**config.mk**
```make
export PLATFORM = sky130hd
export DESIGN_NAME = mem_port_arbiter_flat
export DESIGN_NICKNAME = d
export VERILOG_FILES = /design/src/rtl/mem_port_arbiter_if.sv /design/src/rtl/mem_port_arbiter.sv /design/src/flat_wrapper.sv
export SDC_FILE = /design/constraint.sdc
export NUM_CORES = 1
export LEC_CHECK = 0
export BUFFER_PORTS_ARGS = -buffer_cell sky130_fd_sc_hd__buf_2
export CAP_MARGIN = 20
export CORE_AREA = 2 2 95 166
export CTS_CLUSTER_SIZE = 25
export DETAILED_ROUTE_END_ITERATION = 12
export DIE_AREA = 0 0 97 168
export PLACE_DENSITY = 0.75
export REMOVE_ABC_BUFFERS = 1
export SLEW_MARGIN = 20
export SYNTH_ARGS = -nofsm -noshare
export SYNTH_HDL_FRONTEND = slang
export SYNTH_SLANG_ARGS = --single-unit
```
**constraint.sdc**
```tcl
create_clock -name clk -period 2.25 [get_ports clk]
set_clock_uncertainty 0.15 [all_clocks]
set_input_delay 0.1125 -clock clk [delete_from_list [all_inputs] [get_ports clk]]
set_output_delay 0.1125 -clock clk [all_outputs]
set_load 0.1 [all_outputs]
```
**src/rtl/mem_port_arbiter_if.sv**
```systemverilog
// Purpose: bundles the fetch port, the load/store port, the memory port and the stall
//          line shared by mem_port_arbiter and its surroundings.
// Ports:   slave  - arbiter view (requests and mem_rdata in; responses, memory strobes, stall out)
//          master - requester/memory view (mirror of slave)
interface mem_port_arbiter_if;

   // fetch port
   logic        if_req;
   logic [31:0] if_addr;
   logic [31:0] if_rdata;
   logic        if_valid;

   // load/store port
   logic        d_req;
   logic        d_we;
   logic [3:0]  d_be;
   logic [31:0] d_addr;
   logic [31:0] d_wdata;
   logic [31:0] d_rdata;
   logic        d_valid;

   // single-ported memory
   logic        mem_en;
   logic        mem_we;
   logic [3:0]  mem_be;
   logic [31:0] mem_addr;
   logic [31:0] mem_wdata;
   logic [31:0] mem_rdata;

   // pipeline hold
   logic        stall;

   modport slave (
      input  if_req, if_addr,
      input  d_req, d_we, d_be, d_addr, d_wdata,
      input  mem_rdata,
      output if_rdata, if_valid,
      output d_rdata, d_valid,
      output mem_en, mem_we, mem_be, mem_addr, mem_wdata,
      output stall
   );

   modport master (
      output if_req, if_addr,
      output d_req, d_we, d_be, d_addr, d_wdata,
      output mem_rdata,
      input  if_rdata, if_valid,
      input  d_rdata, d_valid,
      input  mem_en, mem_we, mem_be, mem_addr, mem_wdata,
      input  stall
   );

endinterface

```
**src/rtl/mem_port_arbiter.sv**
```systemverilog
// Purpose: arbitrates fetch vs load/store onto one single-ported memory; data wins unless the starve guard fires.
// Latency: request sampled in IDLE -> mem_en next cycle -> x_valid LATENCY+1 cycles later; one access per LATENCY+3 cycles.
// Backpressure: requests are level-held until their x_valid pulse; stall is high while any requester is waiting.
//
// Ports:
//   clk  - clock
//   rst  - asynchronous active-low reset (clears state, discards any in-flight access)
//   bus  - mem_port_arbiter_if.slave: if_* fetch port, d_* load/store port, mem_* memory port, stall
// Parameters:
//   LATENCY      - memory read latency, 1..8
//   STARVE_LIMIT - consecutive data grants tolerated while fetch waits, 1..15
// Build option:
//   ARB_STARVE_GUARD_EN - when defined, a fetch grant is forced after STARVE_LIMIT
//                         consecutive data grants made while if_req was high.
module mem_port_arbiter #(
   parameter int unsigned LATENCY      = 1,
   parameter int unsigned STARVE_LIMIT = 4
) (
   input  logic              clk,
   input  logic              rst,
   mem_port_arbiter_if.slave bus
);

   // Reject out-of-range configurations at elaboration.
   if (LATENCY < 1 || LATENCY > 8) begin : g_bad_latency
      $error("mem_port_arbiter: LATENCY must be in 1..8");
   end
   if (STARVE_LIMIT < 1 || STARVE_LIMIT > 15) begin : g_bad_starve_limit
      $error("mem_port_arbiter: STARVE_LIMIT must be in 1..15");
   end

   localparam logic [3:0] LAT4 = 4'(LATENCY);

   typedef enum logic [1:0] {
      IDLE  = 2'd0,
      ISSUE = 2'd1,
      WAIT  = 2'd2,
      RESP  = 2'd3
   } state_t;

   state_t      state_q,    state_d;
   logic        grant_q,    grant_d;     // 1 = data port owns the access, 0 = fetch
   logic        we_q,       we_d;
   logic [3:0]  be_q,       be_d;
   logic [31:0] addr_q,     addr_d;
   logic [31:0] wdata_q,    wdata_d;
   logic [3:0]  cnt_q,      cnt_d;       // remaining read-latency cycles in WAIT
   logic [31:0] if_rdata_q, if_rdata_d;
   logic [31:0] d_rdata_q,  d_rdata_d;

   logic        take_data;               // arbitration result for this IDLE cycle

`ifdef ARB_STARVE_GUARD_EN
   localparam logic [3:0] STARVE4 = 4'(STARVE_LIMIT);

   logic [3:0]  starve_q,   starve_d;
   logic        force_fetch;
`endif

   //--------------------------------------------------------------------------
   // Next-state and datapath
   //--------------------------------------------------------------------------
   always_comb begin
      state_d    = state_q;
      grant_d    = grant_q;
      we_d       = we_q;
      be_d       = be_q;
      addr_d     = addr_q;
      wdata_d    = wdata_q;
      cnt_d      = cnt_q;
      if_rdata_d = if_rdata_q;
      d_rdata_d  = d_rdata_q;
      take_data  = 1'b0;
`ifdef ARB_STARVE_GUARD_EN
      starve_d    = starve_q;
      // Once fetch has watched STARVE_LIMIT data grants go by, it wins the next one.
      force_fetch = bus.if_req && (starve_q == STARVE4);
      take_data   = bus.d_req && !force_fetch;
`else
      take_data   = bus.d_req;
`endif

      case (state_q)
         IDLE: begin
            if (bus.d_req || bus.if_req) begin
               grant_d = take_data;
               state_d = ISSUE;
               if (take_data) begin
                  we_d    = bus.d_we;
                  be_d    = bus.d_be;
                  addr_d  = bus.d_addr;
                  wdata_d = bus.d_wdata;
               end else begin
                  // Fetch is always a full-word read; write data is left as it was.
                  we_d    = 1'b0;
                  be_d    = 4'b1111;
                  addr_d  = bus.if_addr;
               end
`ifdef ARB_STARVE_GUARD_EN
               // Only data grants that overtook a waiting fetch count toward starvation.
               if (take_data && bus.if_req) begin
                  starve_d = starve_q + 4'd1;
               end else begin
                  starve_d = '0;
               end
`endif
            end
         end

         ISSUE: begin
            cnt_d   = LAT4;
            state_d = WAIT;
         end

         WAIT: begin
            cnt_d = cnt_q - 4'd1;
            if (cnt_q == 4'd1) begin
               // mem_rdata is valid in this cycle; capture it into the owner's register.
               // Stores leave d_rdata alone.
               if (grant_q) begin
                  if (!we_q) begin
                     d_rdata_d = bus.mem_rdata;
                  end
               end else begin
                  if_rdata_d = bus.mem_rdata;
               end
               state_d = RESP;
            end
         end

         RESP: begin
            state_d = IDLE;
         end

         default: begin
            state_d = IDLE;
         end
      endcase
   end

   //--------------------------------------------------------------------------
   // State registers
   //--------------------------------------------------------------------------
   always_ff @(posedge clk or negedge rst) begin
      if (!rst) begin
         state_q    <= IDLE;
         grant_q    <= 1'b0;
         we_q       <= 1'b0;
         be_q       <= '0;
         addr_q     <= '0;
         wdata_q    <= '0;
         cnt_q      <= '0;
         if_rdata_q <= '0;
         d_rdata_q  <= '0;
      end else begin
         state_q    <= state_d;
         grant_q    <= grant_d;
         we_q       <= we_d;
         be_q       <= be_d;
         addr_q     <= addr_d;
         wdata_q    <= wdata_d;
         cnt_q      <= cnt_d;
         if_rdata_q <= if_rdata_d;
         d_rdata_q  <= d_rdata_d;
      end
   end

`ifdef ARB_STARVE_GUARD_EN
   always_ff @(posedge clk or negedge rst) begin
      if (!rst) begin
         starve_q <= '0;
      end else begin
         starve_q <= starve_d;
      end
   end
`endif

   //--------------------------------------------------------------------------
   // Outputs
   //--------------------------------------------------------------------------
   // Address/byte-enable/write-data hold the last issued values between accesses;
   // only the strobes are qualified by ISSUE.
   assign bus.mem_en    = (state_q == ISSUE);
   assign bus.mem_we    = (state_q == ISSUE) && we_q;
   assign bus.mem_be    = be_q;
   assign bus.mem_addr  = addr_q;
   assign bus.mem_wdata = wdata_q;

   assign bus.if_valid  = (state_q == RESP) && !grant_q;
   assign bus.d_valid   = (state_q == RESP) &&  grant_q;
   assign bus.if_rdata  = if_rdata_q;
   assign bus.d_rdata   = d_rdata_q;

   // Combinational so the PC is held in the same cycle a request is raised.
   assign bus.stall = (bus.if_req && !bus.if_valid) || (bus.d_req && !bus.d_valid);

endmodule
```
**src/flat_wrapper.sv**
```systemverilog
// flat-port wrapper written by rule: the top's interface ports become plain ports
module mem_port_arbiter_flat 
#(
   parameter int unsigned LATENCY      = 1,
   parameter int unsigned STARVE_LIMIT = 4
)
  (clk, rst, bus_if_req, bus_if_addr, bus_d_req, bus_d_we, bus_d_be, bus_d_addr, bus_d_wdata, bus_mem_rdata, bus_if_rdata, bus_if_valid, bus_d_rdata, bus_d_valid, bus_mem_en, bus_mem_we, bus_mem_be, bus_mem_addr, bus_mem_wdata, bus_stall);
  mem_port_arbiter_if bus_i ();
  input  logic clk;
  input  logic rst;
  input wire logic [$bits(bus_i.if_req)-1:0] bus_if_req;
  input wire logic [$bits(bus_i.if_addr)-1:0] bus_if_addr;
  input wire logic [$bits(bus_i.d_req)-1:0] bus_d_req;
  input wire logic [$bits(bus_i.d_we)-1:0] bus_d_we;
  input wire logic [$bits(bus_i.d_be)-1:0] bus_d_be;
  input wire logic [$bits(bus_i.d_addr)-1:0] bus_d_addr;
  input wire logic [$bits(bus_i.d_wdata)-1:0] bus_d_wdata;
  input wire logic [$bits(bus_i.mem_rdata)-1:0] bus_mem_rdata;
  output wire logic [$bits(bus_i.if_rdata)-1:0] bus_if_rdata;
  output wire logic [$bits(bus_i.if_valid)-1:0] bus_if_valid;
  output wire logic [$bits(bus_i.d_rdata)-1:0] bus_d_rdata;
  output wire logic [$bits(bus_i.d_valid)-1:0] bus_d_valid;
  output wire logic [$bits(bus_i.mem_en)-1:0] bus_mem_en;
  output wire logic [$bits(bus_i.mem_we)-1:0] bus_mem_we;
  output wire logic [$bits(bus_i.mem_be)-1:0] bus_mem_be;
  output wire logic [$bits(bus_i.mem_addr)-1:0] bus_mem_addr;
  output wire logic [$bits(bus_i.mem_wdata)-1:0] bus_mem_wdata;
  output wire logic [$bits(bus_i.stall)-1:0] bus_stall;
  assign bus_i.if_req = bus_if_req;
  assign bus_i.if_addr = bus_if_addr;
  assign bus_i.d_req = bus_d_req;
  assign bus_i.d_we = bus_d_we;
  assign bus_i.d_be = bus_d_be;
  assign bus_i.d_addr = bus_d_addr;
  assign bus_i.d_wdata = bus_d_wdata;
  assign bus_i.mem_rdata = bus_mem_rdata;
  assign bus_if_rdata = bus_i.if_rdata;
  assign bus_if_valid = bus_i.if_valid;
  assign bus_d_rdata = bus_i.d_rdata;
  assign bus_d_valid = bus_i.d_valid;
  assign bus_mem_en = bus_i.mem_en;
  assign bus_mem_we = bus_i.mem_we;
  assign bus_mem_be = bus_i.mem_be;
  assign bus_mem_addr = bus_i.mem_addr;
  assign bus_mem_wdata = bus_i.mem_wdata;
  assign bus_stall = bus_i.stall;
  mem_port_arbiter #(.LATENCY(LATENCY), .STARVE_LIMIT(STARVE_LIMIT)) u_core (.clk(clk), .rst(rst), .bus(bus_i));
endmodule
```
==> results.cfg <==
[outcome]
status = finished clean

[placement]
preCtsSetupSlack_ps = 164
place_hpwl_um = 10200
place_congestion = 0.752
numPortBuffers = 273

[yosys]
synth-compound-area-share_pct = 4.89
synth_top_cells_by_area = dfrtp_1 60%, mux2_2 12%, mux2_4 7.7%, mux2i_1 5.5%, o21ai_0 3.0%
synth_top_family_by_area = multiplexers
synthTopCellsByCount = 140 x dfrtp_1, 63 x mux2_2, 35 x nand2_1, 35 x o21ai_0, 32 x mux2i_1
netlist_area_mm2 = 0.00586
async_flop_share_pct = 100
synth-xor-area-share_pct = 0
syn_avg_cell_area_um2 = 14.5
synth-simple-area-share_pct = 4.23
synth_top_area_share_pct = 59.8
yosys.area.top_type = dfrtp_1
muxShareOfSynthArea_pct = 26.0
ys_seq_area_share_pct = 59.8
synth_most_common_cell = dfrtp_1
ys_ff_latch = 140
ys_types = 33
ys.warnings.count = 0
dominantRegCellSynth = dfrtp_1
synth_edf_count = 0
synthCells = 403
synthAdderAreaFrac_pct = 1.49

[detailed_routing]
remaining_drc_errors = 0
firstDrtPassIters = 4
drtIter0Drc = 85
routed_via_density = 4.70
wl_per_cell_um = 16.0
drtAntennaViolNets = 0
wl_um = 16200
vias = 4788

[cells_and_area]
diodes = 0
layout.nets = 964
areaGrowthSynthToFinish_pct = 61.5
drive_gt1_share_pct = 49.5
final_core_util_pct = 62.7

[worst_setup_path]
worst-path-stages = 5
cp.buffers_inverters = 1
startpoint_type = register
rr_worst_depth = 6
path_delay_family = buffers and inverters
crit_type = register to primary output
crit_path_max_incr_delay_ps = 440
end_kind = primary output
worstPathArrival_ps = 1850
critPathMaxFanout = 4
cp.required_ps = 1990
path_cells = ha_1 > nor2b_1 > nor2_1 > a2bb2oi_1 > buf_2
cp_slowest_cell = buf_2

[global_routing]
grt_max_degree = 65
antenna_found_initial = 0
grt_use_total_pct = 19.7
first_global_vias = 5194
grt-ovfl-total = 0
grt_pass1_wl_um = 25600

[flow_run]
drv_cap = 0

[clock_network]
cts_setup_buffers = 0
cts_root_buf = clkbuf_16
cts_sinks = 140
path_clk_slew_ps = 60
htreeDepth = 4
ctsResizeCount = 0
clk-insertion-delay-late_ps = 400
cts_buffer_depth = 2
cts_buffers = 17
tritoncts = built

[sta]
max_freq_mhz = 474
tightest_slew_ps = 537
timing.final.crit_share_pct = 93.8
hold_viol = 0
fin_tns_setup_ps = 0
timing.final.crit_period_ps = 2110
setup_viol = 0
setup_ws_ps = 139
final_max_slew_viol_count = 0
max_slew_margin_pct = 64.2
rsz0062_at_grt = no

[floorplan]
row_count = 60
ios = 274
die_w_um = 97
design.die.area_mm2 = 0.0163
fp.dieH_um = 168
start_util_pct = 38.9
core_mm2 = 0.0151

[min_path]
min_path_type = input pin to async pin
## kinds of logic after synthesis
family | Yosys count
flops | 140
mux | 129
simple gates | 49
compound gates | 48
buf+inv | 30
fa+ha+maj | 7
## through the flow
stage          hold WS (ps)  std cells  instance area (um2)
2_1_floorplan          -333        380                 5680
4_1_cts                40.5       1018                 9470
3_3_place_gp          -90.5        849                 7440
5_1_grt                78.8       1018                 9470
6_report               57.8       1018                 9470
3_5_place_dp          -88.9        849                 7440
## layout by cell type (no fill, tap or decap), types with 2 or more instances in the layout
cell type and count:
o22a_1 4, mux2_4 30, dlygate4sd3_1 138, mux2_1 4, buf_12 6, buf_4 4, clkbuf_16 17, nor2_1 2
inv_1 7, mux2_2 63, ha_1 7, bufinv_16 5, and2_1 2, a32o_1 2, o21a_1 2, clkbuf_1 2
dfrtp_1 140, clkinv_4 2, inv_6 4, buf_2 272, o21ai_0 34, nand2_1 35, mux2i_1 32
## area by class of cell
class                           instances  area (um2)
Clock buffer                           19         433
Clock inverter                         12         210
Fill cell                            1152        5620
Inverter                                7        26.3
Multi-Input combinational cell        233        2160
Sequential cell                       140        3500
Tap cell                              186         233
Timing Repair Buffer                  421        2900
## timing repair
item,in CTS,in global routing
setup endpoints to repair,0,0
hold endpoints to repair,274,0
hold buffers,138,0
## metal layers
metal | up-vias | GRT usage [%] | wire length (um)
met3 | 32 | 4.73 | 936
met2 | 209 | 36.8 | 9020
met5 | - | 0 | 0
met4 | 0 | 8.70 | 390
li1 | 2253 | - | -
met1 | 2294 | 20.7 | 5890
## state kept, by name, summed over array words and instances (netlist names)
name and count:
u_core.bus.d_rdata 32, u_core.bus.if_rdata 32, u_core.bus.mem_addr 32, u_core.bus.mem_be 4, u_core.bus.mem_wdata 32, u_core.cnt_q 4
u_core.grant_q 1, u_core.state_q 2, u_core.we_q 1
## worst reg2reg max path, stage by stage (launching register included)
cell      delay [ps]
dfrtp_1          410
inv_1            120
ha_1             190
and4bb_4         260
nor2b_4          280
buf_12           210
mux2_2           350
## path summary, 6_finish.rpt
path | from | end | slack (ps)
min reg2reg | u_core.bus.mem_addr[17] | u_core.bus.mem_addr[17] | 330
max reg2reg | u_core.state_q[0] | u_core.bus.if_rdata[0] | 170
min | rst | u_core.bus.if_rdata[2] | 60
max in group asynchronous | rst | u_core.bus.mem_addr[20] | 1230
min in group clk | bus_d_be[0] | u_core.bus.mem_be[0] | 310
max | u_core.state_q[0] | bus_stall | 140
Power is not shown: default switching activity piles up to over one toggle a cycle in this logic, so the estimate is an artifact.
